`config.mk`:
```
export PLATFORM = sky130hd
export DESIGN_NAME = x_lut6_cfg_writer
export DESIGN_NICKNAME = d
export VERILOG_FILES = /design/src/rtl/x_lut6_cfg_writer.sv
export SDC_FILE = /design/constraint.sdc
export NUM_CORES = 1
export LEC_CHECK = 0
export CORE_MARGIN = 4
export CORE_UTILIZATION = 50
export DETAILED_ROUTE_END_ITERATION = 12
export PLACE_DENSITY = 0.83
export SETUP_SLACK_MARGIN = 0.5
export SYNTH_ARGS = -nofsm -noshare
export SYNTH_HDL_FRONTEND = slang
export SYNTH_SLANG_ARGS = --single-unit
```
`constraint.sdc`:
```
create_clock -name CLK -period 2.52 [get_ports CLK]
set_input_delay 0.63 -clock CLK [delete_from_list [all_inputs] [get_ports CLK]]
set_output_delay 0.63 -clock CLK [all_outputs]
set_load 0.02 [all_outputs]
```
`src/rtl/x_lut6_cfg_writer.sv`:
```
// x_lut6_cfg_writer: serially programs a 6-input LUT truth table and
// keeps a shadow copy that answers combinational readback.
//
// Ports:
//   CLK, RST_N        clock, asynchronous active-low reset
//   LD_VALID/LD_READY load handshake, LD_DATA is the 64-bit table
//   ABORT             cancels a shift in progress
//   CDI, CE           serial data and shift enable to the target LUT
//   DONE              one-cycle pulse when a load completes
//   DIRTY             target not known to match the shadow table
//   ADR0..ADR5, O     shadow readback (ADR5 is the MSB)
module x_lut6_cfg_writer #(
   parameter logic [63:0] INIT = 64'h0000000000000000
) (
   input  logic        CLK,
   input  logic        RST_N,
   input  logic        LD_VALID,
   output logic        LD_READY,
   input  logic [63:0] LD_DATA,
   input  logic        ABORT,
   output logic        CDI,
   output logic        CE,
   output logic        DONE,
   output logic        DIRTY,
   input  logic        ADR0,
   input  logic        ADR1,
   input  logic        ADR2,
   input  logic        ADR3,
   input  logic        ADR4,
   input  logic        ADR5,
   output logic        O
);

   typedef enum logic [1:0] {
      IDLE,
      SHIFT,
      COMMIT
   } state_t;

   state_t      state;
   state_t      state_nx;
   logic [63:0] held;
   logic [63:0] shadow;
   logic [5:0]  cnt;
   logic [5:0]  adr;
   logic        dirty_q;
   logic        live;
   logic        accept;

   always_ff @(posedge CLK or negedge RST_N) begin
      if (!RST_N) begin
         state <= IDLE;
      end else begin
         state <= state_nx;
      end
   end

   // MSB first: cycle k sends held[63-k], which is held[~k] for 6 bits.
   always_comb begin
      state_nx = state;
      LD_READY = 1'b0;
      CE       = 1'b0;
      CDI      = 1'b0;
      DONE     = 1'b0;
      accept   = 1'b0;
      unique case (state)
         IDLE: begin
            LD_READY = live;
            if (LD_VALID && live) begin
               accept   = 1'b1;
               state_nx = SHIFT;
            end
         end
         SHIFT: begin
            CE  = 1'b1;
            CDI = held[~cnt];
            if (ABORT) begin
               state_nx = IDLE;
            end else if (cnt == 6'd63) begin
               state_nx = COMMIT;
            end
         end
         COMMIT: begin
            DONE     = 1'b1;
            state_nx = IDLE;
         end
         default: begin
            state_nx = IDLE;
         end
      endcase
   end

   // live keeps LD_READY low until the first edge out of reset.
   always_ff @(posedge CLK or negedge RST_N) begin
      if (!RST_N) begin
         held    <= 64'd0;
         cnt     <= 6'd0;
         shadow  <= INIT;
         dirty_q <= 1'b1;
         live    <= 1'b0;
      end else begin
         live <= 1'b1;
         if (accept) begin
            held    <= LD_DATA;
            cnt     <= 6'd0;
            dirty_q <= 1'b1;
         end
         if (state == SHIFT) begin
            cnt <= cnt + 6'd1;
         end
         if (state == COMMIT) begin
            shadow  <= held;
            dirty_q <= 1'b0;
         end
      end
   end

   assign DIRTY = dirty_q;
   assign adr   = {ADR5, ADR4, ADR3, ADR2, ADR1, ADR0};
   assign O     = shadow[adr];

endmodule

```
Word level (Yosys, flattened, before mapping) --
Cells that the tools add are included.
Cells by class: add/sub/neg operators 1, order comparisons 2, equality and inequality tests 5, muxes and demuxes 18, bitwise operators 1, reduce and logical (&&, ||, !) cells 5
Operators with widths (number):
- $lt A6 B7 Y1 const B | 2
- $bmux W1 S6 | 2
- $mux W6 | 2
- $mux W1 | 10
- $add A6 B1 Y6 const B | 1
- $eq A6 B6 Y1 const B | 1
- $mux W2 | 3
- $not A6 Y6 | 1
- $pmux W2 S2 | 1
- $reduce_bool A2 Y1 | 2
- $ne A3 B3 Y1 const B | 1
- $eq A2 B1 Y1 const B | 1
- $eq A2 B2 Y1 const B | 1
- $logic_not A2 Y1 | 1
- $ne A2 B2 Y1 const B | 1
- $reduce_and A2 Y1 | 1
- $logic_and A1 B1 Y1 | 1
Word-level totals: register bits after elaboration 138, input port bits 74, output and inout port bits 6

Longest topological paths before layout --
depth in word-level cells 5, gate-level depth with buffers 7, gate-level depth less buffers 5

Worst setup path before layout --
No wires, ideal clock.
kind input-to-output, from input port ADR1, to output port O, arrival 1.981 ns, data required time 1.890 ns, slack -0.091 ns, stages 7, cells stage by stage clkbuf_1 buf_2 mux4_1 a22oi_1 nand4b_1 o31ai_1 nor3b_1
Between the ends: cells in the longest elaborated chain, start to end 2
RTL lines:
- start: declaration | RTL line 26 | input logic ADR1,
- $bmux W1 S6 | RTL line 120 | assign O = shadow[adr];
- $mux W1 (not written as such) | RTL line 120
- end: declaration | RTL line 31 | output logic O
No other way between the ends. The select of a mux whose other input is x is not followed.

Worst setup path after layout --
from register cnt[0], to output port CDI
Between the ends: cells in the longest elaborated chain, start to end 4
RTL lines:
- start: declaration | RTL line 44 | logic [5:0] cnt;
- start signal: assignment | RTL line 109 | cnt <= cnt + 6'd1;
- $not A6 Y6 | RTL line 76 | CDI = held[~cnt];
- $bmux W1 S6 | RTL line 76
- $mux W1 (not written as such) | RTL line 76
- $mux W1 | RTL line 66 | unique case (state)
- end: declaration | RTL line 21 | output logic CDI,
No other way between the ends. The select of a mux whose other input is x is not followed.

==> qor_table.md <==
| Metric | Value | Unit |
|:---|:---|:---|
| Largest net degree at the start of global routing | 68 | - |
| Post-synthesis average cell area | 15.1 | um2 |
| Cell at the root of the clock tree | clkbuf_16 | - |
| Pin slew with the least headroom to its limit | 0.870 | ns |
| M1 wire length | 6290 | um |
| Final HPWL from detailed placement | 10,600 | um |
| Die Height | 121 | um |
| Synthesized flop and latch total | 138 | - |
| Top flip-flop cell by instance count after synthesis | dfrtp_1 | - |
| Signed area change from the synthesized netlist to the final layout | 35.7 | % |
| Synth async-reset ratio | 1.00 | - |
| Count of different cell masters after synthesis | 40 | - |
| Last weighted congestion value of the routability-driven placer | 0.904 | - |
| Gr ovfl total | 0 | - |
| Type of the worst setup path | register to primary output | - |
| Effective utilization at floorplan | 0.520 | - |
| Count of unresolved DRC violations after routing | 0 | - |
| Die span in x | 121 | um |
| Worst IR Drop VDD | 0.527 | mV |
| Failing checks | setup timing | - |
| Share of the yosys chip area belonging to registers | 0.542 | - |
| Critical Path AT | 2.24 | ns |
| Routed Antenna Nets | 0 | - |
| HP Class | primary input to asynchronous set/reset pin | - |
| Total number of vias | 4,178 | - |
| Area enclosed by the die boundary | 14,600 | um2 |
| Count of maximum capacitance violations | 0 | - |
| Area of the mapped netlist | 6370 | um2 |
| Wire length per cell | 20.4 | um |
| Number of global-route vias before repair | 4,577 | - |
| FILL cells | 838 | - |
| Warnings from Yosys | 0 | - |
| Pre-antenna DRT Iters | 4 | - |
| Worst setup skew after layout | 0.0107 | ns |
| Outcome | finished with violations | - |
| Clock latency at the later pin of the worst-skew pair | 0.42 | ns |
| Routed length on met3 | 724 | um |
| Final critical delay including setup and external delays | 2.87 | ns |
| Hold Fails Final Rpt | 0 | - |
| First-pass GRT wire length | 24,200 | um |
| Instance count of the mapped netlist | 423 | - |
| Count of final setup violators | 2 | - |
| Buffer and inverter count on the worst path | 2 | - |
| Count of nets after finishing | 646 | - |
| Share of cells above drive strength 1 | 0.485 | - |
| Startpoint types | register | - |
| Cell repeated most along the worst path | buf_6 | - |
| Crit path max-delay cell type | dfrtp_4 | - |
| DR vias/cell | 5.56 | - |
| Quantity of I/O buffers inserted on ports | 79 | - |
| Setup Slack @ Placement | -1.19 | ns |
| Clock transition time at the flip-flop clock pins of the worst setup and hold paths | 0.06 | ns |
| Max transition margin | 0.420 | - |
| Area of the placeable core | 12,300 | um2 |
| Number of antenna violations at the first check in global routing | 0 | - |
| Clock buffer count from CTS | 17 | - |
| Cts hold-fix bufs | 0 | - |
| Initial DRC Count | 182 | - |
| Placed Cells | 717 | - |
| Data required time of the critical path | 1.89 | ns |
| Cells traversed along the worst timing path | buf_6, mux4_2, nor3_2, a211oi_2, o2111ai_2, a21oi_2, buf_6 | - |
| Uppermost metal layer occupied by signal nets | met4 | - |
| Final non-filler cell total | 752 | - |
| Maximum cell stage delay along the critical path | 0.57 | ns |
| Cell family with the largest share of critical-path delay | flip-flops | - |
| Static leakage power | 0.00388 | uW |
| Number of enable-type register cells in the synthesized netlist | 0 | - |
| Number of cell rows | 40 | - |
| Met2 layer wire length in the routed design | 8000 | um |
| Maximum fanout encountered on the critical timing path | 8 | - |
| ANT cells | 0 | - |
| I/O Pins | 80 | - |
| Peak clock frequency supported by timing | 0.349 | GHz |
| Level count of the clock H-tree | 4 | - |
| CTS Sinks | 138 | - |
| Total detailed-routing wirelength | 15,300 | um |
| Setup repair after global routing missed its margin | true | - |
| Maximum buffer depth of the clock tree | 2 | - |
| Clock tree from TritonCTS | yes | - |
| Final worst setup slack | -0.346 | ns |
| Capturing element type of the critical path | primary output | - |
| GRT Total Usage | 0.220 | - |
| Syn Nets | 498 | - |
| Areal power density over the cells | 819 | nW/um2 |
| Total count of max-transition violations in the final report | 0 | - |
| Part of the cycle the worst path needs | 1.14 | - |
[worst paths after layout]
path	startpoint	endpoint	slack (ns)	depth (start not counted)
max	cnt[0]$_DFFE_PN0P_	CDI	-0.35	7
min	RST_N	held[59]$_DFFE_PN0P_	0.20	1
max reg2reg	state[0]$_DFFE_PN0P_	shadow[33]$_DFFE_PN0P_	0.59	4
min reg2reg	DIRTY$_DFFE_PN1P_	DIRTY$_DFFE_PN1P_	0.50	2
max in group asynchronous	RST_N	DIRTY$_DFFE_PN1P_	1.63	2
min in group CLK	DIRTY$_DFFE_PN1P_	DIRTY$_DFFE_PN1P_	0.50	2
[stage by stage]
| step | hold slack (ns) | setup TNS [ns] | util | cell area (um2) | power [uW] |
|---|---|---|---|---|---|
| finish | 0.197 | -0.689 | 0.705 | 8650 | 7090 |
| global route | 0.219 | -0.783 | 0.705 | 8650 | 7380 |
| CTS | 0.200 | -0.671 | 0.700 | 8580 | 7100 |
| detailed placement | 0.493 | -1.61 | 0.639 | 7840 | 4280 |
| global placement | 0.476 | -1.61 | 0.639 | 7840 | 4220 |
| floorplan | 0.334 | 0 | - | 6390 | 3480 |
[final cells by class]
class | instances | area, um2 | area share
flip-flops and latches | 138 | 3460 | 0.400
multi-input cells | 256 | 2820 | 0.326
repair buffers | 155 | 1500 | 0.173
clock buffers | 21 | 460 | 0.0532
well taps | 168 | 210 | 0.0243
clock inverters | 11 | 193 | 0.0223
inverters | 3 | 13.8 | 0.00159
[synthesized netlist by cell type (4+ instances only)]
cell | number | area [um2]
nand2_1 | 12 | 45.0
mux2_2 | 129 | 1450
nand3_1 | 8 | 40.0
o21ai_0 | 7 | 35.0
mux4_2 | 8 | 180
clkbuf_1 | 4 | 15.0
mux2i_1 | 18 | 180
dfrtp_1 | 137 | 3430
a22oi_1 | 11 | 82.6
buf_4 | 6 | 45.0
nor2_1 | 9 | 33.8
mux4_1 | 16 | 420
buf_2 | 10 | 50.1
nor2b_1 | 7 | 43.8
[cell usage in the layout (no fill, tap or decap), drive strengths merged, types with 7 or more instances in the layout]
cell type,Yosys,layout
nor2b,7,7
o21ai,7,7
nand2,12,12
nor2,9,9
buf,22,82
dfrtp,137,137
clkbuf,4,22
a22oi,11,11
clkdlybuf4s50,0,68
nand3,8,8
mux2i,18,18
mux4,24,24
mux2,129,129
[cells by family after synthesis]
logic type | count (synthesis) | synth area share
AOI/OAI and AO/OA | 33 | 0.0359
xor gates and xnor gates | 1 | 0.00137
adders and majority gates | 1 | 0.00196
buffers and inverters | 29 | 0.0275
DFF | 138 | 0.542
muxes | 171 | 0.350
other | 1 | 0.000588
and+or+nand+nor | 49 | 0.0404
[per-layer routing]
metal	vias up	global-route usage
li1	1870	-
met1	2160	0.261
met2	125	0.382
met3	23	0.0601
met4	0	0.0800
met5	-	0
[flip-flops by register name (all words and copies together), names as in the netlist]
register / cells
live: 1
DIRTY: 1
cnt: 6
state: 2
held: 64
shadow: 64
[power breakdown]
group	internal [uW]	switching [uW]	total [uW]	leakage [uW]
logic	968	688	1660	0.00179
registers	2480	208	2690	0.00177
clock network	1810	938	2740	0.000313
total	5250	1830	7090	0.00388
[timing repair]
item                       4_1_cts  5_1_grt
gates cloned                     0        1
resized for setup               54       21
buffers inserted                 2        0
setup endpoints to repair        6        4
pin swaps                        5        4
No activity file was read; power rests on OpenSTA's default activity.
